File: src/rtl/gb_host_pkg.sv
// gb_host_pkg: shared types and constants for the ghostbus host bridge.
// Consumers: gb_host_bridge (top) and gb_host_lat_cnt (read latency counter).
package gb_host_pkg;

  // Default bus geometry and read latency
  localparam int GB_AW_DEF     = 24;
  localparam int GB_DW_DEF     = 32;
  localparam int GB_RD_LAT_DEF = 1;

  // Largest read latency the 4-bit counter can express
  localparam int RD_LAT_MAX    = 15;
  localparam int LAT_CNT_W     = 4;

  // Width of the extra-beat count carried with a read command
  localparam int LEN_W         = 8;

  // Bridge sequencing states
  typedef enum logic [2:0] {
    IDLE     = 3'd0,
    WR       = 3'd1,
    RD_ISSUE = 3'd2,
    RD_WAIT  = 3'd3,
    RSP      = 3'd4
  } gb_state_e;

  // Saturating conversion of a latency parameter into counter width
  function automatic logic [LAT_CNT_W-1:0] lat_to_cnt(input int lat);
    if (lat > RD_LAT_MAX) begin
      return LAT_CNT_W'(RD_LAT_MAX);
    end
    if (lat < 0) begin
      return '0;
    end
    return LAT_CNT_W'(lat);
  endfunction

endpackage

File: src/rtl/gb_host_lat_cnt.sv
// gb_host_lat_cnt: 4-bit loadable down-counter for the ghostbus read latency.
// o_done pulses for one cycle when the count passes through 1, which is the
// cycle on which the read data on the bus must be captured. Loading 0 never
// produces a strobe; the bridge handles zero latency without the counter.
module gb_host_lat_cnt
  import gb_host_pkg::*;
(
  input  logic                 clk,
  input  logic                 rst_n,
  input  logic                 i_load,
  input  logic [LAT_CNT_W-1:0] i_load_val,
  output logic                 o_done
);

  logic [LAT_CNT_W-1:0] r_cnt;

  // Load on request, otherwise count down to zero and rest there
  always_ff @(posedge clk or negedge rst_n) begin
    if (!rst_n) begin
      r_cnt <= '0;
    end else if (i_load) begin
      r_cnt <= i_load_val;
    end else if (r_cnt != '0) begin
      r_cnt <= r_cnt - 1'b1;
    end
  end

  assign o_done = (r_cnt == LAT_CNT_W'(1));

endmodule

File: src/rtl/gb_host_bridge.sv
// gb_host_bridge: command-stream host at the top of the ghostbus hierarchy.
// Turns valid/ready commands (single writes, single or burst reads) into
// gb_we/gb_re strobes, waits RD_LAT cycles for read data and returns it on a
// valid/ready response stream. Every output is registered and resets to 0.
// Optional feature macro: GB_HOST_AUTOINC_EN adds the cmd_len port so a read
// performs cmd_len+1 beats at consecutive (wrapping) addresses. Without it
// every read is a single beat and rsp_last accompanies every response.
module gb_host_bridge
  import gb_host_pkg::*;
#(
  parameter int AW     = GB_AW_DEF,
  parameter int DW     = GB_DW_DEF,
  parameter int RD_LAT = GB_RD_LAT_DEF
) (
  input  logic             clk,
  input  logic             rst_n,
  input  logic             cmd_valid,
  output logic             cmd_ready,
  input  logic             cmd_we,
  input  logic [AW-1:0]    cmd_addr,
  input  logic [DW-1:0]    cmd_wdata,
`ifdef GB_HOST_AUTOINC_EN
  input  logic [LEN_W-1:0] cmd_len,
`endif
  output logic             rsp_valid,
  input  logic             rsp_ready,
  output logic [DW-1:0]    rsp_rdata,
  output logic             rsp_last,
  output logic [AW-1:0]    gb_addr,
  output logic [DW-1:0]    gb_wdata,
  output logic             gb_we,
  output logic             gb_re,
  input  logic [DW-1:0]    gb_rdata,
  output logic             busy
);

  localparam logic [LAT_CNT_W-1:0] LAT_LOAD = lat_to_cnt(RD_LAT);
  localparam bit                   LAT_ZERO = (RD_LAT <= 0);

  gb_state_e         r_state;
  logic              r_cmd_ready;
  logic              r_busy;
  logic              r_gb_we;
  logic              r_gb_re;
  logic [AW-1:0]     r_gb_addr;
  logic [DW-1:0]     r_gb_wdata;
  logic              r_rsp_valid;
  logic [DW-1:0]     r_rsp_rdata;
  logic              r_rsp_last;
  logic [LEN_W-1:0]  r_beats;

  logic              w_accept;
  logic              w_lat_load;
  logic              w_lat_done;
  logic [LEN_W-1:0]  w_cmd_len;

`ifdef GB_HOST_AUTOINC_EN
  assign w_cmd_len = cmd_len;
`else
  assign w_cmd_len = '0;
`endif

  assign w_accept   = cmd_valid && r_cmd_ready;
  assign w_lat_load = (r_state == RD_ISSUE);

  gb_host_lat_cnt u_lat_cnt (
    .clk        (clk),
    .rst_n      (rst_n),
    .i_load     (w_lat_load),
    .i_load_val (LAT_LOAD),
    .o_done     (w_lat_done)
  );

  // Command sequencing FSM; strobes default low and pulse for one cycle
  always_ff @(posedge clk or negedge rst_n) begin
    if (!rst_n) begin
      r_state     <= IDLE;
      r_cmd_ready <= 1'b0;
      r_busy      <= 1'b0;
      r_gb_we     <= 1'b0;
      r_gb_re     <= 1'b0;
      r_gb_addr   <= '0;
      r_gb_wdata  <= '0;
      r_rsp_valid <= 1'b0;
      r_rsp_rdata <= '0;
      r_rsp_last  <= 1'b0;
      r_beats     <= '0;
    end else begin
      r_gb_we <= 1'b0;
      r_gb_re <= 1'b0;
      case (r_state)
        IDLE: begin
          if (w_accept) begin
            r_cmd_ready <= 1'b0;
            r_busy      <= 1'b1;
            r_gb_addr   <= cmd_addr;
            if (cmd_we) begin
              r_gb_wdata <= cmd_wdata;
              r_gb_we    <= 1'b1;
              r_state    <= WR;
            end else begin
              r_gb_re <= 1'b1;
              r_beats <= w_cmd_len;
              r_state <= RD_ISSUE;
            end
          end else begin
            r_cmd_ready <= 1'b1;
          end
        end

        WR: begin
          r_busy      <= 1'b0;
          r_cmd_ready <= 1'b1;
          r_state     <= IDLE;
        end

        RD_ISSUE: begin
          if (LAT_ZERO) begin
            r_rsp_rdata <= gb_rdata;
            r_rsp_valid <= 1'b1;
            r_rsp_last  <= (r_beats == '0);
            r_state     <= RSP;
          end else begin
            r_state <= RD_WAIT;
          end
        end

        RD_WAIT: begin
          if (w_lat_done) begin
            r_rsp_rdata <= gb_rdata;
            r_rsp_valid <= 1'b1;
            r_rsp_last  <= (r_beats == '0);
            r_state     <= RSP;
          end
        end

        RSP: begin
          if (rsp_ready) begin
            r_rsp_valid <= 1'b0;
            r_rsp_last  <= 1'b0;
            if (r_beats != '0) begin
              r_beats   <= r_beats - 1'b1;
              r_gb_addr <= r_gb_addr + AW'(1);
              r_gb_re   <= 1'b1;
              r_state   <= RD_ISSUE;
            end else begin
              r_busy      <= 1'b0;
              r_cmd_ready <= 1'b1;
              r_state     <= IDLE;
            end
          end
        end

        default: begin
          r_busy      <= 1'b0;
          r_cmd_ready <= 1'b0;
          r_rsp_valid <= 1'b0;
          r_rsp_last  <= 1'b0;
          r_state     <= IDLE;
        end
      endcase
    end
  end

  assign cmd_ready = r_cmd_ready;
  assign busy      = r_busy;
  assign gb_we     = r_gb_we;
  assign gb_re     = r_gb_re;
  assign gb_addr   = r_gb_addr;
  assign gb_wdata  = r_gb_wdata;
  assign rsp_valid = r_rsp_valid;
  assign rsp_rdata = r_rsp_rdata;
  assign rsp_last  = r_rsp_last;

endmodule
File: config.mk
export PLATFORM = sky130hd
export DESIGN_NAME = gb_host_bridge
export DESIGN_NICKNAME = d
export VERILOG_FILES = /design/src/rtl/gb_host_pkg.sv /design/src/rtl/gb_host_lat_cnt.sv /design/src/rtl/gb_host_bridge.sv
export SDC_FILE = /design/constraint.sdc
export NUM_CORES = 1
export LEC_CHECK = 0
export ABC_AREA = 1
export BUFFER_PORTS_ARGS = -buffer_cell sky130_fd_sc_hd__buf_2
export CORE_ASPECT_RATIO = 0.5
export CORE_MARGIN = 4
export CORE_UTILIZATION = 30
export CTS_CLUSTER_SIZE = 8
export DETAILED_ROUTE_END_ITERATION = 16
export GPL_ROUTABILITY_DRIVEN = 0
export GPL_TIMING_DRIVEN = 0
export PLACE_DENSITY = 0.54
export REMOVE_ABC_BUFFERS = 1
export SLEW_MARGIN = 20
export SYNTH_ARGS = -nofsm -noshare
export SYNTH_HDL_FRONTEND = slang
export SYNTH_SLANG_ARGS = --single-unit
File: constraint.sdc
create_clock -name clk -period 1.5 [get_ports clk]
set_input_delay 0.3 -clock clk [delete_from_list [all_inputs] [get_ports clk]]
set_output_delay 0.3 -clock clk [all_outputs]
set_load 0.02 [all_outputs]
Yosys cells after proc, flatten, opt, wreduce, memory -nomap -nowiden --
Cells that the tools add are included.
Storage, ports and cells: bits in registers 109, input bits 93, output and inout port bits 94
Operators by class: add/subtract/negate cells 3, equality and inequality tests 11, muxes and demuxes 38, bitwise operators 2, reduce and logical (&&, ||, !) cells 17
Operators with widths (number):
- 24-bit 2-to-1 mux | 3
- 24-bit case mux with 2 select lines | 1
- 8-bit 2-to-1 mux | 4
- 24-bit by 1-bit adder with 24-bit output (second input constant) | 1
- 1-bit 2-to-1 mux | 16
- 8-bit case mux with 2 select lines | 1
- 3-bit case mux with 4 select lines | 1
- 3-bit AND reduction | 4
- 2-bit inequality test (second input constant) | 5
- 3-bit 2-to-1 mux | 3
- 1-bit case mux with 3 select lines | 3
- 8-bit logical NOT | 1
- 4-bit 2-to-1 mux | 2
- 4-bit AND reduction | 2
- 8-bit nonzero test | 1
- 8-bit by 1-bit subtractor with 8-bit output (second input constant) | 1
- 3-bit by 2-bit equality test with 1-bit output (second input constant) | 2
- 5-bit AND reduction | 1
- 4-bit by 1-bit equality test with 1-bit output (second input constant) | 1
- 2-bit 2-to-1 mux | 2
- 1-bit case mux with 4 select lines | 1
- 2-bit nonzero test | 2
- 4-bit nonzero test | 1
- 4-bit by 1-bit subtractor with 4-bit output (second input constant) | 1
- other kinds (10) | 11

Longest topological paths before layout --
Gate-level depths: netlist (run 1).
depth in word-level cells 4, gate-level depth with buffers 11

Cells and area by module --
From an unflattened synthesis (run 1), not the netlist that was laid out.
Unflattened totals: cells, all modules 675, area, all modules 5634.2 sq um
By module, submodules not included:
- gb_host_bridge | times used 1, cells each 638, area an instance 5342.6 sq um, sequential area each 2627.5 sq um
- gb_host_lat_cnt | times used 1, cells each 37, area an instance 291.5 sq um, sequential area each 100.1 sq um

Least setup slack after synthesis (run 1) --
No wires, ideal clock.
path type flip-flop to flip-flop, from register r_gb_addr[0] (netlist: gb_addr[0]), to register r_gb_addr[20] (netlist: gb_addr[20]), library setup time 117 ps, arrival time 1485 ps, data required time 1383 ps, slack -102 ps, stages on the path, launching flop included 11, cells stage by stage dfrtp_1 -> ha_1 -> nand2_1 -> nor2_1 -> nand2_1 -> nor2_1 -> nand2_1 -> nand2_1 -> nand3_1 -> nand2_1 -> nand2_1
Between the ends: longest elaborated chain between the ends 4
Ends and longest elaborated chain:
- start, declared | line gb_host_bridge.sv:45 | logic [AW-1:0] r_gb_addr;
- start signal, assigned | line gb_host_bridge.sv:96 | r_gb_addr <= cmd_addr;
- start signal, assigned | line gb_host_bridge.sv:143 | r_gb_addr <= r_gb_addr + AW'(1);
- 24-bit by 1-bit adder with 24-bit output | line gb_host_bridge.sv:143
- 24-bit 2-to-1 mux | line gb_host_bridge.sv:141 | if (r_beats != '0) begin
- 24-bit 2-to-1 mux | line gb_host_bridge.sv:138 | if (rsp_ready) begin
- 24-bit case mux with 2 select lines | line gb_host_bridge.sv:91 | case (r_state)
Every way passes these cells. The select of a mux whose other input is x is not followed. A chain may end at the register's enable or synchronous reset.

Worst setup path in the final report (run 1) --
from register r_state[2], to register r_beats[6]
Between the ends: longest elaborated chain between the ends 3, elaborated cells on any way between the ends 9
Ends and longest elaborated chain:
- start, declared | line gb_host_bridge.sv:40 | gb_state_e r_state;
- start signal, assigned | line gb_host_bridge.sv:77 | r_state <= IDLE;
- start signal, assigned | line gb_host_bridge.sv:100 | r_state <= WR;
- start signal, assigned | line gb_host_bridge.sv:104 | r_state <= RD_ISSUE;
- 3-bit equality test / 3-bit logical NOT (equally long branches) | line gb_host_bridge.sv:91
- 2-bit inequality test (no source line) / 2-bit nonzero test (equally long branches)
- 5-bit AND reduction (no source line)
- end signal, assigned | line gb_host_bridge.sv:103 | r_beats <= w_cmd_len;
- end signal, assigned | line gb_host_bridge.sv:142 | r_beats <= r_beats - 1'b1;
- end, declared | line gb_host_bridge.sv:50 | logic [LEN_W-1:0] r_beats;
Parallel ways exist; a longest one is shown, timed or not.

==> run_summary.xml, run 1 <==
<?xml version="1.0" encoding="UTF-8"?>
<metrics>
  <group name="timing">
    <metric name="finClkSkew" unit="ns">0.00893</metric>
    <metric name="setup-tns-final" unit="ns">-1.23</metric>
    <metric name="finalCriticalPeriod" unit="ns">1.57</metric>
    <metric name="slew_headroom" unit="%">63.2</metric>
    <metric name="worst_slew_pin_slew" unit="ns">0.551</metric>
    <metric name="finalSetupViolCount" unit="">63</metric>
    <metric name="hold_violations" unit="">0</metric>
    <metric name="layout_setup_ws" unit="ns">-0.0667</metric>
    <metric name="unrepaired_setup_endpoints_after_global_routing" unit="">yes</metric>
    <metric name="max_freq" unit="MHz">638</metric>
    <metric name="maxSlewViolCount" unit="">0</metric>
    <metric name="finalCritPeriodShare" unit="%">104</metric>
  </group>
  <group name="grt">
    <metric name="grt_max_degree" unit="">62</metric>
    <metric name="grt_first_pass_wirelength" unit="µm">29600</metric>
    <metric name="grt_overflow_total" unit="">0</metric>
    <metric name="global_route.usage.total" unit="%">17.8</metric>
    <metric name="antenna_found_initial" unit="">0</metric>
    <metric name="grt_pass1_vias" unit="">5500</metric>
  </group>
  <group name="worst_hold_path">
    <metric name="worst_hold_startpoint" unit="">cmd_wdata[25]</metric>
    <metric name="min_path_type" unit="">in2reg</metric>
  </group>
  <group name="floorplanning">
    <metric name="die_area" unit="mm²">0.0207</metric>
    <metric name="die_width" unit="µm">199</metric>
    <metric name="num_rows" unit="">34</metric>
    <metric name="design.portCount" unit="">187</metric>
    <metric name="start_util" unit="%">31.1</metric>
    <metric name="floorplan.core_area" unit="mm²">0.0177</metric>
    <metric name="die_h" unit="µm">104</metric>
  </group>
  <group name="route">
    <metric name="sum_of_routed_wire_length_over_all_layers" unit="µm">19000</metric>
    <metric name="top_layer_used" unit="">met4</metric>
    <metric name="route.met2.wl" unit="µm">9000</metric>
    <metric name="route.met3.wl" unit="µm">901</metric>
    <metric name="vias" unit="">5582</metric>
    <metric name="via_per_inst" unit="">4.62</metric>
    <metric name="route.layer.met1.wl" unit="µm">8790</metric>
    <metric name="dr.pass1.iters" unit="">4</metric>
    <metric name="initial_drt_markers" unit="">243</metric>
    <metric name="antenna_violating_nets_post_route" unit="">0</metric>
    <metric name="wl_per_cell" unit="µm">15.7</metric>
    <metric name="drc_errors" unit="">0</metric>
  </group>
  <group name="placed_design">
    <metric name="pre_cts_ws" unit="ns">-0.972</metric>
    <metric name="placement.io_buffers" unit="">186</metric>
    <metric name="post-dp-hpwl" unit="µm">10700</metric>
    <metric name="post-place-cells" unit="">1117</metric>
  </group>
  <group name="critical_path">
    <metric name="r2r-start" unit="">r_state[2]$_DFFE_PN0P_</metric>
    <metric name="critPathLaunch" unit="">r_state[2]$_DFFE_PN0P_</metric>
    <metric name="crit_type" unit="">reg2reg</metric>
    <metric name="critical_path_required" unit="ns">1.74</metric>
    <metric name="timing.critical_path.arrival" unit="ns">1.81</metric>
    <metric name="critical_path_peak_fanout" unit="">6</metric>
    <metric name="regToRegSetupSlack" unit="ns">-0.07</metric>
    <metric name="critical_path.startpoint_type" unit="">flop</metric>
    <metric name="worstSetupEndpointType" unit="">flop</metric>
  </group>
  <group name="outcome">
    <metric name="violations" unit="">negative setup slack</metric>
    <metric name="run_status" unit="">finished, violations left</metric>
  </group>
  <group name="clocking">
    <metric name="cts_inserted_buffers" unit="">9</metric>
    <metric name="cts-root-to-sink-buffers" unit="">2</metric>
    <metric name="clk_root_buffer_cell" unit="">clkbuf_16</metric>
    <metric name="clock_tree.htree_level_count" unit="">3</metric>
    <metric name="worstSkewPairLatency" unit="ns">0.35</metric>
    <metric name="cts_tree" unit="">built</metric>
    <metric name="path_clk_slew" unit="ns">0.08</metric>
    <metric name="clk_sinks" unit="">109</metric>
  </group>
  <group name="synth">
    <metric name="syn-cell-area" unit="mm²">0.00549</metric>
    <metric name="yosys_register_bits" unit="">109</metric>
    <metric name="synthesis.yosys.warnings" unit="">0</metric>
    <metric name="synth_seq_area_share" unit="%">49.7</metric>
    <metric name="yosys.cell_types.count" unit="">38</metric>
    <metric name="post_synth_inst_count" unit="">721</metric>
    <metric name="mean_area_per_synthesized_cell" unit="µm²">7.61</metric>
  </group>
  <group name="finish">
    <metric name="area_growth" unit="%">51.3</metric>
    <metric name="diodes" unit="">0</metric>
    <metric name="layout_common_cells" unit="">294 x nand2_1, 185 x buf_2, 100 x dfrtp_1, 50 x nand3_1, 48 x nor2_1</metric>
    <metric name="final_common_cell" unit="">nand2_1</metric>
    <metric name="multiInputGateArea" unit="mm²">0.00317</metric>
    <metric name="area.sequential" unit="mm²">0.00274</metric>
    <metric name="post_route_cells_drive_above_1_share" unit="%">42.2</metric>
    <metric name="final_stage_net_count" unit="">1068</metric>
    <metric name="post_route_insts_no_fill" unit="">1209</metric>
    <metric name="fill_cells" unit="">1739</metric>
  </group>
  <group name="pwr">
    <metric name="power_density" unit="mW/mm²">710</metric>
    <metric name="totalPowerFinal" unit="mW">5.89</metric>
    <metric name="ir_worst_vdd" unit="mV">0.528</metric>
    <metric name="static_leakage" unit="nW">4.29</metric>
  </group>
  <group name="run">
    <metric name="cap_viol_max_count" unit="">0</metric>
  </group>
</metrics>
==> cell type report <==
cell class / instances / area share, %
flip-flops and latches: 109 / 33.0
repair buffers: 244 / 18.9
inverters: 41 / 2.34
clock buffers: 10 / 2.88
multi-input cells: 564 / 38.1
clock inverters: 6 / 1.11
repair inverters: 1 / 0.105
well taps: 234 / 3.53
==> per-layer routing <==
| metal | global-route usage [%] | vias up |
|---|---|---|
| li1 | - | 2790 |
| met1 | 24.3 | 2636 |
| met2 | 29.1 | 134 |
| met3 | 4.05 | 22 |
| met4 | 4.00 | 0 |
| met5 | 0 | - |
==> state kept, by name, summed over array words and instances (netlist names) <==
| signal | flops |
|---|---|
| busy | 1 |
| cmd_ready | 1 |
| gb_addr | 24 |
| gb_re | 1 |
| gb_wdata | 32 |
| gb_we | 1 |
| r_beats | 8 |
| r_state | 3 |
| rsp_last | 1 |
| rsp_rdata | 32 |
| rsp_valid | 1 |
| u_lat_cnt.r_cnt | 4 |
==> cells in the mapped netlist, drive strengths merged <==
library cell,count,share of area (%)
nand2,347,25
a31oi,1,0.11
o21a,1,0.14
nor2,76,6.3
xor2,6,0.96
nor3,3,0.36
xnor2,4,0.64
or2,5,0.57
o21bai,2,0.27
ha,5,1.1
dfrtp,109,50
inv,41,2.9
buf,25,2.8
a21oi,3,0.27
o21ai,16,1.5
a21boi,1,0.14
nand4,4,0.46
a41oi,1,0.16
nand3,68,6.5
o22ai,2,0.34
a22oi,1,0.14
==> final timing paths <==
path / end / cells past startpoint
min in group asynchronous: gb_wdata[14]$_DFFE_PN0P_ / 2
setup / recovery: r_beats[6]$_DFFE_PN0P_ / 10
hold reg to reg: gb_wdata[13]$_DFFE_PN0P_ / 2
max in group asynchronous: gb_addr[20]$_DFFE_PN0P_ / 3
hold / removal: gb_wdata[25]$_DFFE_PN0P_ / 3
setup reg to reg: r_beats[6]$_DFFE_PN0P_ / 10
==> worst max-delay path, stage by stage (launching register included) <==
cell	delay (ns)
dfrtp_2	0.44
inv_6	0.09
buf_12	0.10
nor2_8	0.05
nand2_8	0.08
nand2_4	0.09
buf_4	0.15
nor2_4	0.20
nand2_2	0.11
nand2_1	0.08
nand2_1	0.06
==> kinds of logic (layout without fill, tap and decap cells) <==
kind of cell,after synthesis,after routing,synth area share (%)
AOI/OAI and AO/OA,28,29,3.03
DFF,109,109,49.7
xor gates and xnor gates,10,10,1.60
adders and majority gates,5,5,1.14
and+or+nand+nor,503,520,38.8
buffers and inverters,66,302,5.74
==> metrics by stage <==
step	hold WS, ns	instance area, µm²	utilization, %
after global routing	0.128	8300	47.0
after global placement	0.443	6560	37.1
after detailed placement	0.281	6590	37.3
after CTS	0.126	7880	44.7
after floorplan	0.00441	5330	-
final	0.140	8300	47.0
==> report_power, final <==
group | switching [mW] | total (mW) | internal [mW]
clock | 1.17 | 2.69 | 1.53
combinational | 0.139 | 0.255 | 0.115
sequential | 0.00282 | 2.94 | 2.94
total | 1.31 | 5.89 | 4.58
==> timing repair <==
item                       in CTS  in global routing
pin swaps                      35                 31
setup endpoints to repair     105                102
gates cloned                   15                  5
hold buffers                    1                  0
hold endpoints to repair       48                  0
resized for setup              89                 91
buffers inserted               45                 10
Power figures use the tool's default switching activity.
==> run 2, diff against run 1 <==
ABC_AREA = default   (was 1)
CTS_CLUSTER_SIZE = 40   (was 8)
PLACE_DENSITY = 0.55   (was 0.54)
SLEW_MARGIN = default   (was 20)
==> run 2 against run 1 <==
Via count is 19% lower. Die area is 8.6% lower. Non-clock buffer count grew 7. Critical endpoint unchanged. Sequential share of layout area up 2.3 points. Largest cell class unchanged. Cell area decreased by 6.2%. Critical path depth down 3. Register-to-register slack worse by 0.29 ns. Largest power group is now combinational logic. Sequential power grew 89%. Clock power is 8.2% lower. Combinational power grew to 36 times the previous value. The run still ends with negative setup slack left. Wire length shrank 12%.
==> run_summary.xml, run 2 <==
<?xml version="1.0" encoding="UTF-8"?>
<metrics>
  <group name="route">
    <metric name="sum_of_routed_wire_length_over_all_layers" unit="µm">16600</metric>
    <metric name="wl_per_cell" unit="µm">18.4</metric>
    <metric name="antenna_violating_nets_post_route" unit="">0</metric>
    <metric name="via_per_inst" unit="">4.98</metric>
    <metric name="initial_drt_markers" unit="">210</metric>
    <metric name="drc_errors" unit="">0</metric>
    <metric name="dr.pass1.iters" unit="">4</metric>
    <metric name="vias" unit="">4514</metric>
  </group>
  <group name="grt">
    <metric name="grt_max_degree" unit="">90</metric>
    <metric name="grt_first_pass_wirelength" unit="µm">25100</metric>
    <metric name="grt_pass1_vias" unit="">4565</metric>
    <metric name="global_route.usage.total" unit="%">16.7</metric>
    <metric name="grt_overflow_total" unit="">0</metric>
    <metric name="antenna_found_initial" unit="">0</metric>
  </group>
  <group name="synth">
    <metric name="synth.top_cell.area_share" unit="%">54.7</metric>
    <metric name="yosysMostFrequentCell" unit="">dfrtp_1</metric>
    <metric name="yosys_most_used_dff" unit="">dfrtp_1</metric>
    <metric name="mean_area_per_synthesized_cell" unit="µm²">11.6</metric>
    <metric name="synthesis.yosys.warnings" unit="">0</metric>
    <metric name="yosys-top-cells-count" unit="">109 x dfrtp_1, 55 x mux2_2, 36 x nor2_1, 26 x a21oi_1</metric>
    <metric name="yosysTopAreaCell" unit="">dfrtp_1</metric>
    <metric name="yosys_register_bits" unit="">109</metric>
    <metric name="synthArstFlopShare" unit="%">100</metric>
    <metric name="synth_seq_area_share" unit="%">54.7</metric>
    <metric name="cell_types_occupying_the_most_area_after_synthesis" unit="">dfrtp_1 55%, mux2_2 12%, nor2_1 2.7%</metric>
    <metric name="post_synth_inst_count" unit="">429</metric>
    <metric name="syn-cell-area" unit="mm²">0.00499</metric>
    <metric name="synth_edf_count" unit="">0</metric>
    <metric name="yosys.cell_types.count" unit="">58</metric>
  </group>
  <group name="clocking">
    <metric name="cts-root-to-sink-buffers" unit="">2</metric>
    <metric name="clk_root_buffer_cell" unit="">clkbuf_16</metric>
    <metric name="worstSkewPairLatency" unit="ns">0.35</metric>
    <metric name="clock_tree.htree_level_count" unit="">3</metric>
    <metric name="cts_inserted_buffers" unit="">9</metric>
    <metric name="clk_sinks" unit="">109</metric>
    <metric name="path_clk_slew" unit="ns">0.08</metric>
    <metric name="cts_tree" unit="">built</metric>
  </group>
  <group name="timing">
    <metric name="slew_headroom" unit="%">55.8</metric>
    <metric name="worst_slew_pin_slew" unit="ns">0.663</metric>
    <metric name="whs" unit="ns">0.172</metric>
    <metric name="finalCritPeriodShare" unit="%">124</metric>
    <metric name="maxSlewViolCount" unit="">0</metric>
    <metric name="layout_setup_ws" unit="ns">-0.357</metric>
    <metric name="finalSetupViolCount" unit="">76</metric>
    <metric name="finClkSkew" unit="ns">0.00914</metric>
    <metric name="max_freq" unit="MHz">539</metric>
    <metric name="unrepaired_setup_endpoints_after_global_routing" unit="">yes</metric>
    <metric name="finalCriticalPeriod" unit="ns">1.86</metric>
    <metric name="hold_violations" unit="">0</metric>
  </group>
  <group name="worst_hold_path">
    <metric name="hold_end" unit="">rsp_rdata[15]$_DFFE_PN0P_</metric>
    <metric name="min_path_type" unit="">in2reg</metric>
    <metric name="whs_path_depth" unit="">2</metric>
    <metric name="worst_hold_startpoint" unit="">gb_rdata[15]</metric>
  </group>
  <group name="finish">
    <metric name="diodes" unit="">0</metric>
    <metric name="utilization" unit="%">49.1</metric>
    <metric name="fill_cells" unit="">1475</metric>
    <metric name="layout_common_cells" unit="">184 x buf_2, 98 x dfrtp_1, 49 x mux2_2, 38 x buf_4, 30 x nor2_1</metric>
    <metric name="area_growth" unit="%">56.1</metric>
    <metric name="final_common_cell" unit="">buf_2</metric>
    <metric name="post_route_insts_no_fill" unit="">906</metric>
    <metric name="post_route_cells_drive_above_1_share" unit="%">63.5</metric>
    <metric name="final_stage_net_count" unit="">779</metric>
  </group>
  <group name="floorplanning">
    <metric name="num_rows" unit="">32</metric>
    <metric name="die_area" unit="mm²">0.0189</metric>
    <metric name="floorplan.core_area" unit="mm²">0.0159</metric>
    <metric name="die_h" unit="µm">99.2</metric>
    <metric name="start_util" unit="%">31.5</metric>
    <metric name="design.portCount" unit="">187</metric>
    <metric name="die_width" unit="µm">190</metric>
  </group>
  <group name="placed_design">
    <metric name="post-dp-hpwl" unit="µm">9710</metric>
    <metric name="pre_cts_ws" unit="ns">-1.39</metric>
    <metric name="placement.io_buffers" unit="">186</metric>
    <metric name="post-place-cells" unit="">816</metric>
  </group>
  <group name="critical_path">
    <metric name="crit_type" unit="">reg2reg</metric>
    <metric name="largest_stage_delay_worst_path" unit="ns">0.44</metric>
    <metric name="critical_path_peak_fanout" unit="">7</metric>
    <metric name="timing.critical_path.arrival" unit="ns">2.09</metric>
    <metric name="regToRegSetupSlack" unit="ns">-0.36</metric>
    <metric name="crit_family" unit="">simple AND/OR/NAND/NOR gates</metric>
    <metric name="r2r-start" unit="">r_state[0]$_DFFE_PN0P_</metric>
    <metric name="rr_worst_depth" unit="">7</metric>
    <metric name="critical_path.n_buffers_inverters" unit="">2</metric>
    <metric name="critical_path.most_common_cell" unit="">buf_6</metric>
    <metric name="critical_path_required" unit="ns">1.74</metric>
    <metric name="critical_path.startpoint_type" unit="">flop</metric>
    <metric name="critical_path.slowest_cell" unit="">dfrtp_2</metric>
    <metric name="r2r_end" unit="">r_beats[6]$_DFFE_PN0P_</metric>
    <metric name="worstSetupEndpointType" unit="">flop</metric>
    <metric name="crit_path_cell_trace" unit="">or3b_4 &gt; buf_6 &gt; a211oi_4 &gt; buf_6 &gt; nand4b_1 &gt; xor2_1 &gt; nor2_1</metric>
  </group>
  <group name="pwr">
    <metric name="p_int" unit="mW">9.80</metric>
    <metric name="power.sequential.fraction" unit="%">32.5</metric>
    <metric name="power_density" unit="mW/mm²">2200</metric>
    <metric name="ir_worst_vdd" unit="mV">0.847</metric>
    <metric name="net_switching_power_of_the_design" unit="mW">7.35</metric>
    <metric name="power_frac_clock" unit="%">14.4</metric>
    <metric name="combPwrFrac" unit="%">53.1</metric>
    <metric name="power_switching_share" unit="%">42.9</metric>
    <metric name="static_leakage" unit="nW">3.52</metric>
  </group>
  <group name="run">
    <metric name="cap_viol_max_count" unit="">0</metric>
  </group>
  <group name="outcome">
    <metric name="violations" unit="">negative setup slack</metric>
    <metric name="run_status" unit="">finished, violations left</metric>
  </group>
</metrics>
-- run 2: how the worst max path moves through the flow --
stage,start,endpoint,slack [ns],depth (start not counted)
final,r_state[0]$_DFFE_PN0P_,r_beats[6]$_DFFE_PN0P_,-0.36,7
after global routing,r_state[0]$_DFFE_PN0P_,r_beats[6]$_DFFE_PN0P_,-0.45,7
after CTS,r_state[0]$_DFFE_PN0P_,gb_addr[23]$_DFFE_PN0P_,-0.33,5
after detailed placement,r_state[2]$_DFFE_PN0P_,gb_addr[23]$_DFFE_PN0P_,-1.39,5
after global placement,r_state[2]$_DFFE_PN0P_,gb_addr[23]$_DFFE_PN0P_,-1.38,5
after floorplan,r_state[2]$_DFFE_PN0P_,gb_addr[0]$_DFFE_PN0P_,-0.75,5
-- run 2: final cells by class --
type	instances	area, µm²	area share (%)
clock inverter	6	71.3	0.916
multi-input combinational	300	2800	35.9
timing repair buffer	251	1620	20.9
tap	221	277	3.55
inverter	10	50.0	0.643
sequential	109	2740	35.2
clock buffer	9	225	2.89
-- run 2: repair_timing --
action	4_1_cts	5_1_grt
setup buffers	49	15
endpoints found under the hold margin	20	0
resized for setup	119	65
pin swaps	32	32
setup endpoints to repair	104	106
gates cloned	9	4
hold buffers	1	0
-- run 2: power groups by stage --
stage	Sequential (mW)	Clock (mW)	Combinational [mW]
6_report	5.57	2.47	9.11
5_1_grt	5.78	2.66	9.73
4_1_cts	5.49	2.54	8.29
3_5_place_dp	5.54	0	6.48
3_3_place_gp	5.48	0	6.38
2_1_floorplan	6.95	0	2.68
-- run 2: through the flow --
step | total power [mW] | area, µm² | setup TNS (ns)
floorplan | 9.63 | 4860 | -47.07
global placement | 11.9 | 6070 | -242.67
detailed placement | 12.0 | 6100 | -98.36
CTS | 16.3 | 7370 | -17.88
global route | 18.2 | 7790 | -21.37
finish | 17.2 | 7790 | -17.12
-- run 2: logic make-up (layout without fill, tap and decap cells) --
| kind of cell | after synthesis | count (layout) | synth area share [%] |
|---|---|---|---|
| DFF | 109 | 109 | 54.7 |
| adders and majority gates | 5 | 5 | 1.25 |
| xor gates and xnor gates | 7 | 7 | 1.23 |
| and+or+nand+nor | 123 | 134 | 13.3 |
| buffers and inverters | 31 | 276 | 3.36 |
| AOI/OAI and AO/OA | 88 | 88 | 11.2 |
| muxes | 66 | 66 | 15.0 |
-- run 2: per-layer routing --
layer	part of all wire, %	vias to the layer above	global-route usage, %
met5	0	-	0
met2	50	123	28.7
met4	1.1	0	3.75
met3	4.9	15	3.75
li1	-	2072	-
met1	44	2304	21.8
